===== src/rtl/mmbmp_plot.sv =====
`default_nettype none
// ============================================================================
// Module      : mmbmp_plot
// Description : Pixel plot engine for a 1bpp 320x240 framebuffer. Turns
//               (x, y, op) requests into read-modify-write cycles (or a
//               direct byte write) on the framebuffer RAM port, using the
//               same address/bit mapping as the display scan-out.
// Revision    : 1.0 - initial release
// ============================================================================
module mmbmp_plot #(
  parameter int H_PIXELS   = 320,
  parameter int V_PIXELS   = 240,
  parameter int RD_LATENCY = 1
) (
  input  logic        clk,
  input  logic        rst_n,
  input  logic        req_valid,
  output logic        req_ready,
  input  logic [8:0]  req_x,
  input  logic [7:0]  req_y,
  input  logic [1:0]  req_op,
  input  logic [7:0]  req_data,
  output logic [15:0] mem_addr,
  output logic        mem_rd,
  input  logic [7:0]  mem_rdata,
  output logic        mem_wr,
  output logic [7:0]  mem_wdata,
  output logic        done,
  output logic        err
);

  localparam logic [1:0] c_ST_IDLE  = 2'd0;
  localparam logic [1:0] c_ST_READ  = 2'd1;
  localparam logic [1:0] c_ST_WAIT  = 2'd2;
  localparam logic [1:0] c_ST_WRITE = 2'd3;

  localparam logic [1:0] c_OP_CLR  = 2'b00;
  localparam logic [1:0] c_OP_SET  = 2'b01;
  localparam logic [1:0] c_OP_TGL  = 2'b10;
  localparam logic [1:0] c_OP_BYTE = 2'b11;

  // Limits widened by one bit so the parameter values themselves fit.
  localparam logic [9:0] c_H_LIMIT   = 10'(H_PIXELS);
  localparam logic [8:0] c_V_LIMIT   = 9'(V_PIXELS);
  // Counter value in the final WAIT cycle (RD_LATENCY is 1..3).
  localparam logic [1:0] c_WAIT_LAST = 2'(RD_LATENCY - 1);

  logic [1:0]  r_state;
  logic [1:0]  w_state_nxt;
  logic [1:0]  r_wait_cnt;
  logic [2:0]  r_bit;
  logic [1:0]  r_op;

  logic [15:0] r_mem_addr;
  logic        r_mem_rd;
  logic        r_mem_wr;
  logic [7:0]  r_mem_wdata;
  logic        r_done;
  logic        r_err;

  logic        w_xfer;
  logic        w_in_range;
  logic        w_wait_last;
  logic [7:0]  w_mask;
  logic [7:0]  w_modified;
  logic [15:0] w_addr_nxt;
  logic [7:0]  w_wdata_nxt;
  logic        w_rd_nxt;
  logic        w_wr_nxt;
  logic        w_err_nxt;

  assign req_ready   = (r_state == c_ST_IDLE);
  assign w_xfer      = req_valid && (r_state == c_ST_IDLE);
  assign w_in_range  = ({1'b0, req_x} < c_H_LIMIT) && ({1'b0, req_y} < c_V_LIMIT);
  assign w_wait_last = (r_wait_cnt == c_WAIT_LAST);
  // Bit 0 of a framebuffer byte is the leftmost pixel of its 8-pixel group.
  assign w_mask      = 8'b0000_0001 << r_bit;

  // Apply the latched bit operation to the byte returned by the RAM.
  always_comb begin
    w_modified = mem_rdata;
    case (r_op)
      c_OP_CLR: w_modified = mem_rdata & ~w_mask;
      c_OP_SET: w_modified = mem_rdata | w_mask;
      c_OP_TGL: w_modified = mem_rdata ^ w_mask;
      default:  w_modified = mem_rdata;
    endcase
  end

  // State register.
  always_ff @(posedge clk or negedge rst_n) begin
    if (!rst_n) begin
      r_state <= c_ST_IDLE;
    end else begin
      r_state <= w_state_nxt;
    end
  end

  // Next-state logic; out-of-range requests never leave IDLE.
  always_comb begin
    w_state_nxt = r_state;
    case (r_state)
      c_ST_IDLE: begin
        if (w_xfer && w_in_range) begin
          w_state_nxt = (req_op == c_OP_BYTE) ? c_ST_WRITE : c_ST_READ;
        end
      end
      c_ST_READ:  w_state_nxt = c_ST_WAIT;
      c_ST_WAIT:  if (w_wait_last) w_state_nxt = c_ST_WRITE;
      c_ST_WRITE: w_state_nxt = c_ST_IDLE;
      default:    w_state_nxt = c_ST_IDLE;
    endcase
  end

  // Output logic: next-cycle values of the registered memory-side outputs.
  always_comb begin
    w_rd_nxt    = (w_state_nxt == c_ST_READ);
    w_wr_nxt    = (w_state_nxt == c_ST_WRITE);
    w_err_nxt   = w_xfer && !w_in_range;
    w_addr_nxt  = r_mem_addr;
    w_wdata_nxt = r_mem_wdata;
    if (w_xfer && w_in_range) begin
      w_addr_nxt = {2'b00, req_y, req_x[8:3]};
      if (req_op == c_OP_BYTE) begin
        w_wdata_nxt = req_data;
      end
    end else if ((r_state == c_ST_WAIT) && w_wait_last) begin
      // Read data is valid in the last WAIT cycle; capture the modified byte.
      w_wdata_nxt = w_modified;
    end
  end

  // Output registers, so nothing reaches the RAM port combinationally from req_*.
  always_ff @(posedge clk or negedge rst_n) begin
    if (!rst_n) begin
      r_mem_addr  <= 16'h0000;
      r_mem_rd    <= 1'b0;
      r_mem_wr    <= 1'b0;
      r_mem_wdata <= 8'h00;
      r_done      <= 1'b0;
      r_err       <= 1'b0;
    end else begin
      r_mem_addr  <= w_addr_nxt;
      r_mem_rd    <= w_rd_nxt;
      r_mem_wr    <= w_wr_nxt;
      r_mem_wdata <= w_wdata_nxt;
      r_done      <= w_wr_nxt;
      r_err       <= w_err_nxt;
    end
  end

  // Request latch and read-latency counter.
  always_ff @(posedge clk or negedge rst_n) begin
    if (!rst_n) begin
      r_bit      <= 3'd0;
      r_op       <= 2'b00;
      r_wait_cnt <= 2'd0;
    end else begin
      if (w_xfer && w_in_range) begin
        r_bit <= req_x[2:0];
        r_op  <= req_op;
      end
      if (r_state == c_ST_WAIT) begin
        r_wait_cnt <= r_wait_cnt + 2'd1;
      end else begin
        r_wait_cnt <= 2'd0;
      end
    end
  end

  assign mem_addr  = r_mem_addr;
  assign mem_rd    = r_mem_rd;
  assign mem_wr    = r_mem_wr;
  assign mem_wdata = r_mem_wdata;
  assign done      = r_done;
  assign err       = r_err;

endmodule
`default_nettype wire


===== config.mk =====
export PLATFORM = sky130hd
export DESIGN_NAME = mmbmp_plot
export DESIGN_NICKNAME = d
export VERILOG_FILES = /design/src/rtl/mmbmp_plot.sv
export SDC_FILE = /design/constraint.sdc
export NUM_CORES = 1
export LEC_CHECK = 0
export BUFFER_PORTS_ARGS = -buffer_cell sky130_fd_sc_hd__buf_2
export CAP_MARGIN = 40
export CORE_MARGIN = 2
export CORE_UTILIZATION = 55
export CTS_CLUSTER_DIAMETER = 120
export DETAILED_ROUTE_END_ITERATION = 6
export PLACE_DENSITY = 0.9
export SYNTH_ARGS = -nofsm -noshare
export SYNTH_HDL_FRONTEND = slang
export SYNTH_SLANG_ARGS = --single-unit

===== constraint.sdc =====
create_clock -name clk -period 4.1 [get_ports clk]
set_input_delay 0.41 -clock clk [delete_from_list [all_inputs] [get_ports clk]]
set_output_delay 0.41 -clock clk [all_outputs]
set_load 0.01 [all_outputs]

; ---- Yosys cells after proc, flatten, opt, wreduce, memory -nomap -nowiden
; Index checks and enable logic that the tools add are counted.
[classes]
addsub = 1
magnitude_cmp = 2
n_eq_ne = 9
shift = 1
n_mux = 9
n_bitwise = 4
reduce_logical = 11
[op_table]
columns = operator, count
row1 = $mux W8, 3
row2 = $pmux W8 S3, 1
row3 = $eq A2 B2 Y1 const B, 5
row4 = $lt A9 B9 Y1 const B, 1
row5 = $and A8 B8 Y8, 1
row6 = $lt A8 B8 Y1 const B, 1
row7 = $mux W2, 4
row8 = $not A8 Y8, 1
row9 = $or A8 B8 Y8, 1
row10 = $pmux W2 S4, 1
row11 = $shl A1 B3 Y8 const A, 1
row12 = $xor A8 B8 Y8, 1
row13 = $eq A2 B1 Y1 const B, 3
row14 = $logic_not A2 Y1, 3
row15 = $logic_and A1 B1 Y1, 5
row16 = $add A2 B1 Y2 const B, 1
row17 = $ne A2 B1 Y1 const B, 1
row18 = $reduce_and A2 Y1, 1
row19 = $reduce_bool A2 Y1, 1
row20 = $logic_not A1 Y1, 1
[totals]
reg_bits = 34
in_bits = 38
output_inout_bits = 29
elab_cells = 46

; ---- Depth between registers and ports, before layout
[logic_depth]
depth_word = 6
ltp_mapped = 9
ltp_nobuf = 7

; ---- Worst setup path after synthesis
; Ideal clock, no wire load.
[synth_path]
path_type = flip-flop to flip-flop
start = register r_bit[2]
end = register r_mem_wdata[4], in the netlist mem_wdata[4]
setup_ns = 0.125
arrival_ns = 2.198
required_ns = 3.975
slack_ns = 1.777
path_stages_with_launch = 7
n_path_buf = 1
period_less_slack_ns = 2.323
path_cell_list = dfrtp_1 > clkbuf_1 > or3b_2 > ha_1 > mux4_2 > mux2_4 > mux2_4
[synth_between]
elab_chain_len = 6
word_cells_on_any_way = 8
classes_between = 1 x shift / 3 x mux / 4 x bitwise
[synth_rtl]
columns = item, line
row1 = "start, declared", 51  ; logic [2:0] r_bit;
row2 = "start signal, assigned", 160  ; r_bit <= req_x[2:0];
row3 = $shl A1 B3 Y8 (*), 77  ; assign w_mask = 8'b0000_0001 << r_bit;
row4 = $not A8 Y8, 83  ; c_OP_CLR: w_modified = mem_rdata & ~w_mask;
row5 = $and A8 B8 Y8, 83
row6 = $pmux W8 S3 (*), 82  ; case (r_op)
row7 = $mux W8 (*), 127  ; end else if ((r_state == c_ST_WAIT) && w_wait_last) begin
row8 = $mux W8 (*), 122  ; if (w_xfer && w_in_range) begin
row9 = "end signal, assigned", 146  ; r_mem_wdata <= w_wdata_nxt;
row10 = "end, declared", 57  ; logic [7:0] r_mem_wdata;
; Mark *: on every way between the ends. The rest lies on a longest branch, timed or not. The select of a mux whose other input is x is not followed.
; A chain may end at the register's enable or synchronous reset.

; ---- Worst setup path in the final report
[layout_path]
start = register r_bit[0]
end = register r_mem_wdata[4], in the netlist mem_wdata[4]
; The elaborated chain is that of the path after synthesis.

==> impl_metrics.json <==
{
  "grt_pass1_wl_um": 6710,
  "final.setup.worst_slack_ps": 1710,
  "diodes": 0,
  "cp_data_arrival_time_ps": 2560,
  "grt_usage_pct": 20.7,
  "yosys_warnings": 0,
  "area_growth_pct": 20.7,
  "htree_levels": 2,
  "drt_pass1_iterations": 5,
  "die_area_um2": 4310,
  "vias": 1553,
  "drive_gt1_share_pct": 40.1,
  "vdd_drop_max_uv": 345,
  "setup_viol": 0,
  "powerDensity_nw_per_um2": 698,
  "outcome": "completed",
  "skew_ps": 6.45,
  "clkSinkCount": 34,
  "max_freq_ghz": 0.419,
  "final_nets": 319,
  "hold_class": "primary input to async pin",
  "grt_max_degree": 35,
  "cts_setup_buffers": 0,
  "critPathRequiredTime_ps": 4270,
  "initial_core_util_pct": 57.1,
  "post-dp-hpwl_um": 3170,
  "cap_violations": 0,
  "tns_ps": 0,
  "pre_cts_slack_ps": 1720,
  "rows": 22,
  "post_dp_cell_area_um2": 2430,
  "rsz0062_at_grt": "no",
  "ys_ff_latch": 34,
  "gp_congestion": 0.753,
  "final_cells": 310,
  "post_cts_resized": 0,
  "wl_per_cell_um": 13.0,
  "syn_area_um2": 2090,
  "reg2regPathDepth": 5,
  "slew_headroom_pct": 52.3,
  "clk_pin_slew_worst_paths_ps": 70,
  "first_global_vias": 1543,
  "worstMarginPinSlew_ps": 715,
  "cts_made_buffers": 5,
  "post-route-min-period_ps": 2390,
  "clk_path_buf_depth": 2,
  "power.leakage_nw": 1.40,
  "worst_setup_path_end_kind": "register",
  "ios": 67,
  "chipWidth_um": 65.6,
  "syn_avg_cell_area_um2": 10.4,
  "cts_tree": "built",
  "cts-hold-fix-buffers": 0,
  "coreArea_um2": 3660,
  "routed_via_density": 5.01,
  "maxSlewViolCount": 0,
  "path_max_fanout": 9,
  "drt_iter0_drc": 71,
  "numPortBuffers": 64,
  "clock_latency_ps": 290,
  "drc": 0,
  "final_cell_area_um2": 2520,
  "seq_area_frac_synth_pct": 40.7,
  "critPathKind": "register to register",
  "power_mw": 1.76,
  "ant_nets": 0,
  "dpl.cell_count": 302,
  "fin_crit_sh_pct": 58.3,
  "synth_cell_types": 27,
  "cts_root_buffer": "clkbuf_8",
  "crit_path_start_kind": "register",
  "syn_inst": 200,
  "hold_violations": 0,
  "die_y_um": 65.6,
  "antenna_found_initial": 0,
  "totalWireLength_um": 4020,
  "grt.overflow.total": 0
}
[stage by stage]
stage | utilization [%] | hold slack [ps]
floorplan | - | 114
global placement | 65.9 | 418
detailed placement | 66.3 | 437
CTS | 68.9 | 191
global route | 68.9 | 240
finish | 68.9 | 166
[kinds of logic after synthesis]
group                      share of synthesized area [%]
DFF                                                 40.7
and+or+nand+nor                                     16.6
other                                              0.179
adders and majority gates                           12.0
muxes                                               20.1
buffers and inverters                               7.48
AOI/OAI and AO/OA                                   2.87
[layout make-up]
class / count / area [um2]
fillers: 285 / 1140
flip-flops and latches: 34 / 851
multi-input cells: 132 / 1090
clock inverters: 2 / 12.5
clock buffers: 6 / 82.6
inverters: 22 / 82.6
repair buffers: 66 / 343
well taps: 48 / 60.1
[report_power, final]
group | internal (mW) | switching [mW] | total (mW)
combinational | 0.498 | 0.384 | 0.882
clock | 0.135 | 0.121 | 0.256
sequential | 0.493 | 0.130 | 0.623
[state kept, by name, indices dropped and copies added (netlist names), 2 cells and up]
signal,count
mem_addr,14
mem_wdata,8
r_wait_cnt,2
r_state,2
r_op,2
r_bit,3
[placed cells by master (no fill, tap or decap)]
| cell type | instances |
|---|---|
| buf_2 | 64 |
| nand2_1 | 62 |
| dfrtp_1 | 34 |
| inv_1 | 22 |
| ha_1 | 20 |
| mux2_4 | 16 |
| mux4_2 | 8 |
| clkbuf_8 | 6 |
| nand3b_1 | 3 |
| nor2_1 | 3 |
| or3b_2 | 2 |
| o31ai_1 | 2 |
| or3_1 | 2 |
| nor2b_1 | 2 |
| conb_1 | 2 |
| and4_4 | 1 |
| o21a_1 | 1 |
| or4_4 | 1 |
| a31oi_1 | 1 |
| nand3_1 | 1 |
| nor3_2 | 1 |
| o21ai_0 | 1 |
| o21ba_2 | 1 |
| and2_1 | 1 |
| o21ai_4 | 1 |
| clkinvlp_4 | 1 |
| clkinv_2 | 1 |
| buf_8 | 1 |
| buf_4 | 1 |
[worst paths after layout]
check | start | endpoint | slack [ps]
min in group clk | req_x[4] | mem_addr[1] | 310
min reg2reg | r_wait_cnt[0] | r_wait_cnt[0] | 440
max | r_bit[0] | mem_wdata[4] | 1710
max in group asynchronous | rst_n | mem_addr[9] | 3470
max reg2reg | r_bit[0] | mem_wdata[4] | 1710
min | rst_n | mem_addr[1] | 170
[critical path, cell delays in order (launching register included)]
cell and delay (ps):
dfrtp_1 470, or3b_2 520, ha_1 290, mux4_2 470, mux2_4 270, mux2_4 250
[routing by layer]
metal  vias to the layer above  routed length [um]  part of all wire (%)  GRT usage (%)
met5                         -                   0                     0              0
met4                         0                  69                   1.7           8.85
met3                         5                 238                   5.9           6.68
met2                        48                2030                    50           35.1
met1                       739                1690                    42           24.0
li1                        761                   -                     -              -
[synthesized netlist by cell type]
library cell	n	area, um2
mux2_4	16	240
or3_1	2	12.5
clkbuf_1	4	15.0
and2_1	1	6.26
or4_4	1	11.3
inv_1	22	82.6
or3b_2	2	17.5
o21ai_0	1	5.00
nor3_1	1	5.00
nor2_1	3	11.3
a31oi_1	1	6.26
ha_1	20	250
o21ba_2	1	10.0
nor2b_1	2	12.5
o21ai_4	1	16.3
buf_2	5	25.0
nand2_1	62	233
nand3b_1	3	22.5
and4_4	1	11.3
nand3_1	1	5.00
buf_6	1	11.3
o21a_1	1	7.51
o31ai_1	2	15.0
conb_1	1	3.75
mux4_2	8	180
buf_4	3	22.5
dfrtp_1	34	851
(Power assumes the default switching activity.)
